<file path="config.mk">
export PLATFORM = sky130hd
export DESIGN_NAME = led_breath
export DESIGN_NICKNAME = d
export VERILOG_FILES = /design/src/rtl/led_breath_pkg.sv /design/src/rtl/led_breath_pwm_core.sv /design/src/rtl/led_breath.sv
export SDC_FILE = /design/constraint.sdc
export NUM_CORES = 1
export LEC_CHECK = 0
export ABC_AREA = 1
export CAP_MARGIN = 20
export CORE_MARGIN = 5
export CORE_UTILIZATION = 25
export DETAILED_ROUTE_END_ITERATION = 6
export PLACE_DENSITY = 0.41
export SLEW_MARGIN = 20
export SYNTH_ARGS = -nofsm -noshare
export SYNTH_HDL_FRONTEND = slang
export SYNTH_HIERARCHICAL = 1
export SYNTH_SLANG_ARGS = --single-unit
</file>
<file path="constraint.sdc">
create_clock -name sys_clk -period 3.2 [get_ports sys_clk]
set_clock_uncertainty 0.15 [all_clocks]
set_input_delay 0.64 -clock sys_clk [delete_from_list [all_inputs] [get_ports sys_clk]]
set_output_delay 0.64 -clock sys_clk [all_outputs]
set_load 0.1 [all_outputs]
</file>
<file path="src/rtl/led_breath_pkg.sv">
// rtl/led_breath_pkg.sv - shared state encoding, parameter defaults and duty helper for led_breath
package led_breath_pkg;

    typedef enum logic [1:0] {
        IDLE = 2'd0,
        UP   = 2'd1,
        DOWN = 2'd2
    } state_e;

    localparam int PWM_BITS_DEF     = 4;
    localparam int STEP_PERIODS_DEF = 2;

    function automatic int duty_max(input int bits);
        return (1 << bits) - 1;
    endfunction

endpackage

</file>
<file path="src/rtl/led_breath_pwm_core.sv">
// rtl/led_breath_pwm_core.sv - tick-enabled PWM counter with wrap detect and registered compare
module pwm_core #(
    parameter int PWM_BITS = 4
) (
    input  logic                sys_clk,
    input  logic                sys_rst_n,
    input  logic                active,
    input  logic                tick_in,
    input  logic [PWM_BITS-1:0] duty,
    output logic                led_out,
    output logic                wrap
);

    localparam int                  CNT_MAX_I = (1 << PWM_BITS) - 1;
    localparam logic [PWM_BITS-1:0] CNT_MAX   = CNT_MAX_I[PWM_BITS-1:0];
    localparam logic [PWM_BITS-1:0] ONE       = {{(PWM_BITS-1){1'b0}}, 1'b1};

    logic [PWM_BITS-1:0] pwm_cnt_q, pwm_cnt_d;
    logic                led_q, led_d;

    // Leaving the active states clears the counter so a restart begins a fresh period.
    always_comb begin
        pwm_cnt_d = pwm_cnt_q;
        if (!active) begin
            pwm_cnt_d = '0;
        end else if (tick_in) begin
            pwm_cnt_d = pwm_cnt_q + ONE;
        end
        led_d = active && (pwm_cnt_q < duty);
    end

    assign wrap    = active && tick_in && (pwm_cnt_q == CNT_MAX);
    assign led_out = led_q;

    always_ff @(posedge sys_clk or negedge sys_rst_n) begin
        if (!sys_rst_n) begin
            pwm_cnt_q <= '0;
            led_q     <= 1'b0;
        end else begin
            pwm_cnt_q <= pwm_cnt_d;
            led_q     <= led_d;
        end
    end

endmodule

</file>
<file path="src/rtl/led_breath.sv">
// rtl/led_breath.sv - triangle-ramped LED breathing controller driving a tick-enabled PWM core
module led_breath
    import led_breath_pkg::*;
#(
    parameter int PWM_BITS     = PWM_BITS_DEF,
    parameter int STEP_PERIODS = STEP_PERIODS_DEF
) (
    input  logic                sys_clk,
    input  logic                sys_rst_n,
    input  logic                tick_in,
    input  logic                en,
    output logic                led_out,
    output logic [PWM_BITS-1:0] duty_out,
    output logic                period_done
);

    localparam int                  DUTY_MAX_I  = duty_max(PWM_BITS);
    localparam logic [PWM_BITS-1:0] DUTY_MAX    = DUTY_MAX_I[PWM_BITS-1:0];
    localparam logic [PWM_BITS-1:0] ONE         = {{(PWM_BITS-1){1'b0}}, 1'b1};
    localparam int                  STEP_LAST_I = STEP_PERIODS - 1;
    localparam logic [7:0]          STEP_LAST   = STEP_LAST_I[7:0];

    state_e              state_q;
    logic [7:0]          step_cnt_q;
    logic [PWM_BITS-1:0] duty_q;
    logic                period_done_q;
    logic                active;
    logic                wrap;

    // Dropping en takes effect on the same edge, so the PWM core never sees that edge's tick.
    assign active = (state_q != IDLE) && en;

    pwm_core #(
        .PWM_BITS (PWM_BITS)
    ) u_pwm_core (
        .sys_clk   (sys_clk),
        .sys_rst_n (sys_rst_n),
        .active    (active),
        .tick_in   (tick_in),
        .duty      (duty_q),
        .led_out   (led_out),
        .wrap      (wrap)
    );

    always_ff @(posedge sys_clk or negedge sys_rst_n) begin
        if (!sys_rst_n) begin
            state_q       <= IDLE;
            step_cnt_q    <= '0;
            duty_q        <= '0;
            period_done_q <= 1'b0;
        end else begin
            period_done_q <= wrap;
            case (state_q)
                IDLE: begin
                    if (en) begin
                        state_q <= UP;
                    end
                end
                UP, DOWN: begin
                    if (!en) begin
                        state_q    <= IDLE;
                        step_cnt_q <= '0;
                        duty_q     <= '0;
                    end else if (wrap) begin
                        if (step_cnt_q == STEP_LAST) begin
                            step_cnt_q <= '0;
                            // Extremes turn around rather than wrap, so each is held one step.
                            if (state_q == UP) begin
                                if (duty_q == DUTY_MAX) begin
                                    state_q <= DOWN;
                                    duty_q  <= DUTY_MAX - ONE;
                                end else begin
                                    duty_q <= duty_q + ONE;
                                end
                            end else begin
                                if (duty_q == '0) begin
                                    state_q <= UP;
                                    duty_q  <= ONE;
                                end else begin
                                    duty_q <= duty_q - ONE;
                                end
                            end
                        end else begin
                            step_cnt_q <= step_cnt_q + 8'd1;
                        end
                    end
                end
                default: begin
                    state_q <= IDLE;
                end
            endcase
        end
    end

    assign duty_out    = duty_q;
    assign period_done = period_done_q;

endmodule

</file>
After elaboration in Yosys (flattened, before gate mapping)
Index checks and enable logic that the tools add are counted.
- memories: 0
- ROM bits: 0
- latch bits: 0
- RAM bits: 0
- bits of input ports: 4
- output and inout port bits: 6
- flip-flop bits (word level): 20
- word-level logic and storage cells: 54
- $add $sub $neg: 4
- divide/modulo/power cells: 0
- shifts and indexed selects: 0
- reductions and logical operators: 11
- $lt $le $gt $ge: 1
- muxes and demuxes: 19
- equal/unequal tests: 13
- $mul: 0
- bitwise gates (word level): 0
- operators with widths (kind ; count):
    4-bit two-way mux ; 8
    8-bit two-way mux ; 3
    2-bit two-way mux ; 7
    4-bit by 1-bit adder with 4-bit output, second input constant ; 2
    8-bit by 1-bit adder with 8-bit output, second input constant ; 1
    4-bit equality test, second input constant ; 2
    8-bit by 1-bit equality test with 1-bit output, second input constant ; 1
    4-bit inequality test, second input constant ; 2
    3-bit inequality test, second input constant ; 2
    5-bit AND reduction ; 1
    1-bit logical AND ; 4
    4-bit logical NOT ; 1
    4-bit < comparator ; 1
    2-bit by 1-bit inequality test with 1-bit output, second input constant ; 2
    2-bit inequality test, second input constant ; 2
    2-bit case mux with 2 select lines ; 1
    4-bit by 1-bit subtractor with 4-bit output, second input constant ; 1
    3-bit AND reduction ; 1
    2-bit by 1-bit equality test with 1-bit output, second input constant ; 1
    2-bit equality test, second input constant ; 1
    2-bit logical NOT ; 1
    2-bit AND reduction ; 1
    2-bit nonzero test ; 1
    2-bit OR reduction ; 1

Longest topological paths before layout
- depth in word-level cells: 7
- gate-level depth with buffers: 13
- depth with buffers taken out: 13

Hierarchy
Netlist, hierarchy kept.
- modules (own cells, without submodules) (module ; sequential area each (µm²) ; cells an instance ; area an instance (µm²) ; instances):
    led_breath ; 375.4 ; 149 ; 1078.5 ; 1
    pwm_core ; 125.1 ; 42 ; 315.3 ; 1

Least setup slack after synthesis
Ideal clock, no wire load.
- kind: input port to flip-flop
- from: input en
- to: register step_cnt_q[6]
- setup time: 69 ps
- cell stages on the path: 13
- data required time: 2981 ps
- buffers on the path: 1
- path slack: 1019 ps
- arrival time: 1963 ps
- cells stage by stage: buf_6 > inv_1 > nor2_1 > nand2_1 > nor2_1 > inv_1 > nand2_1 > nand2_4 > nor2_4 > nand2_2 > o21ai_2 > nand2_1 > nor2_2
- word-level cells in the longest chain between the ends: 5
- elaborated cells between the ends (all ways): 6
- classes of those cells: eq/ne (1); mux (1); reduce/logical (4)
- RTL lines (element ; RTL line ; text):
    start, declared ; led_breath.sv:11 ; input logic en,
    1-bit logical AND ; led_breath.sv:31 ; assign active = (state_q != IDLE) && en;
    via active ; led_breath.sv:27 ; logic active;
    1-bit logical AND (2 in series) ; led_breath_pwm_core.sv:32 ; assign wrap = active && tick_in && (pwm_cnt_q == CNT_MAX);
    via wrap ; led_breath.sv:28 ; logic wrap;
    2-bit by 1-bit inequality test with 1-bit output (no source line) ; n/a ;
    2-bit AND reduction (no source line) ; n/a ;
    end signal, assigned ; led_breath.sv:84 ; step_cnt_q <= step_cnt_q + 8'd1;
    end, declared ; led_breath.sv:24 ; logic [7:0] step_cnt_q;
The timed path passes the listed nets, and every way through them passes these cells.
A chain may end at the register's enable or synchronous reset.

Final worst setup path
Ends and elaborated chain as after synthesis.

==> results.cfg <==
[clock_network]
post_cts_buffers = 0
ctsHoldBuffers = 0
clock_path_buffers = 2
numCtsBuffers = 3
cts_tree = done
htree_levels = 1
clk_pin_slew_ns = 0.08
clk_latency_ns = 0.26
cts_root_buffer = clkbuf_8
cts_sinks = 20
post_cts_resized = 0

[pwr]
sw_frac_of_total = 0.514
seqPwrFrac = 0.295
p_leak_uw = 0.000819
p_switching_uw = 664
clockPowerShare = 0.152
peakVddDrop_mv = 0.443
p_per_area_nw_per_um2 = 794
combPwrFrac = 0.552
intPower_uw = 627

[critical_path]
cp_cell_sequence = clkdlybuf4s50_1, inv_1, nor2_1, buf_4, nand2_1, nor2_1, inv_1, nand2_1, nand2_4, nor2_4, nand2_2, o21ai_2, nand2_1, nor2_2
crit_family = simple AND/OR/NAND/NOR gates
critPathKind = in -> reg
startpoint_type = input pin
required_ns = 3.25
crit_path_frequent_cell = nand2_1
cp_slowest_stage_delay_ns = 0.48
crit_path_end_kind = register
cpMaxStageDelayCell = clkdlybuf4s50_1
critPathMaxFanout = 7
timing.critical_path.buf_inv = 4
cp.arrival_ns = 2.42

[global_route]
first_global_vias = 1144
grt_max_degree = 21
grt_pass1_wl_mm = 5.33
grtUsageTotal = 0.0901
grt_overflow_total = 0
antenna_found_initial = 0

[sta]
layout_min_cycle_time_ns = 2.36
setup-tns-final_ns = 0
worst_pin_slew_ns = 0.350
setup_viol = 0
fin_ws_ns = 0.835
rsz0062_at_grt = false
final_max_slew_viol_count = 0
post-route-period-util = 0.739
fmax_mhz = 423
max-slew-margin-rel = 0.767
hold_viol_final = 0

[yosys]
synth_seq_cells = 20
synth_top_cell_area_share = 0.359
post-synth-top-area-cell = dfrtp_1
yosys_warnings = 6
avgSynthCellArea_um2 = 7.30
syn_area_um2 = 1390
syn_inst = 191
async_flop_share = 1.00
ys_seq_area_frac = 0.359
synth_nets = 206
synthDistinctLibCells = 24
synth_edf_count = 0
synth_flop_cell = dfrtp_1
synthTopCellsByArea = dfrtp_1 36%, nand2_1 15%, ha_1 9.9%

[route]
final_antenna_net_count = 0
drt-pass1-iter-count = 4
wl_per_cell_um = 11.0
wl_mm = 3.06
drt_iter0_drc = 43
vias_per_cell = 4.25
num_vias = 1182
drc = 0

[flow_run]
drv_cap = 0

[placement]
dpl_cell_area_um2 = 1570
portBuffers = 9
gp_congestion = 0.744
pre_cts_slack_ns = 0.550
dp_hpwl_mm = 2.40

[floorplanning]
start_util = 0.255
fp-row-count = 27
die-area_um2 = 7170
die_y_um = 84.7
die_x_um = 84.7
core-area_um2 = 5470
ioPinCount = 10

[finish]
final_area_um2 = 1630
nets = 222
antenna_cells = 0
area_growth_syn_to_layout_pct = 16.6
drive_gt1_frac = 0.165
nFillCells = 634

[run_status]
outcome = completed

[worst_hold_path]
hold_class = reg -> reg
[path summary, 6_finish.rpt]
kind,startpoint,to,slack [ns],cells past startpoint
min in group asynchronous,sys_rst_n,step_cnt_q[4],0.56,2
max in group asynchronous,sys_rst_n,duty_out[1],2.10,2
worst max register to register,state_q[0],step_cnt_q[6],1.03,14
worst min register to register,state_q[1],state_q[1],0.37,2
worst max-delay path,en,step_cnt_q[6],0.84,14
worst min-delay path,state_q[1],state_q[1],0.37,2
[placed cells by master (no fill, tap or decap), drive strengths merged]
cell,count
buf,9
inv,33
nor3,3
dfrtp,20
clkbuf,4
nand2,62
o21ai,12
nand3b,1
xor2,2
clkdlybuf4s50,3
o22ai,1
nand4,4
ha,11
a21oi,4
nor2,20
nand3,17
[registers in the layout, indices dropped and copies added (netlist names)]
name,count
u_pwm_core/pwm_cnt_q,4
state_q,2
duty_out,4
step_cnt_q,8
u_pwm_core/led_out,1
period_done,1
[through the flow]
| stage | hold WS, ns | power [µW] | util | cells |
|---|---|---|---|---|
| after floorplan | 0.194 | 946 | - | 191 |
| after global placement | 0.356 | 1120 | 0.287 | 274 |
| after detailed placement | 0.357 | 1110 | 0.287 | 274 |
| after CTS | 0.374 | 1310 | 0.297 | 278 |
| after global routing | 0.413 | 1410 | 0.297 | 278 |
| final | 0.369 | 1290 | 0.297 | 278 |
[synthesized netlist by cell type, types with 2 or more instances]
cell type,n
nand2_1,57
inv_1,29
dfrtp_1,20
nand3_1,14
nor2_1,12
ha_1,11
o21ai_0,8
nor2_2,6
a21oi_1,4
nand2_2,4
nand4_1,4
inv_2,3
nor3_1,3
o21ai_1,3
nand3_2,2
nor2_4,2
xor2_1,2
[per-layer routing]
layer / routed length (µm) / vias to the layer above / global-route usage
met4: 15 / 0 / 0.0129
met1: 1480 / 540 / 0.118
met3: 87 / 2 / 0.0245
met5: 0 / - / 0
li1: - / 632 / -
met2: 1480 / 8 / 0.152
[worst min-delay path, cell delays in order (launching register included)]
cell and delay (ns):
dfrtp_1 0.37, nand2_1 0.06, nand2_1 0.06
[cell type report]
cell class	instances	area, µm²	share of cell area
Tap cell	72	90.1	0.0554
Timing Repair Buffer	12	97.6	0.0600
Clock buffer	4	55.1	0.0339
Sequential cell	20	500	0.308
Inverter	33	126	0.0778
Multi-Input combinational cell	137	756	0.465
[logic make-up after synthesis]
family,after synthesis,synth area share
buffers and inverters,34,0.0987
xor gates and xnor gates,2,0.0126
adders and majority gates,11,0.0987
DFF,20,0.359
AOI/OAI and AO/OA,17,0.0646
and+or+nand+nor,107,0.366
[power by group through the flow]
| stage | Sequential (µW) | Combinational, µW | Clock, µW |
|---|---|---|---|
| after detailed placement | 386 | 724 | 0 |
| after global routing | 393 | 808 | 212 |
| after floorplan | 534 | 412 | 0 |
| after global placement | 390 | 725 | 0 |
| after CTS | 382 | 725 | 206 |
| final | 381 | 713 | 197 |
(Power assumes the default switching activity.)
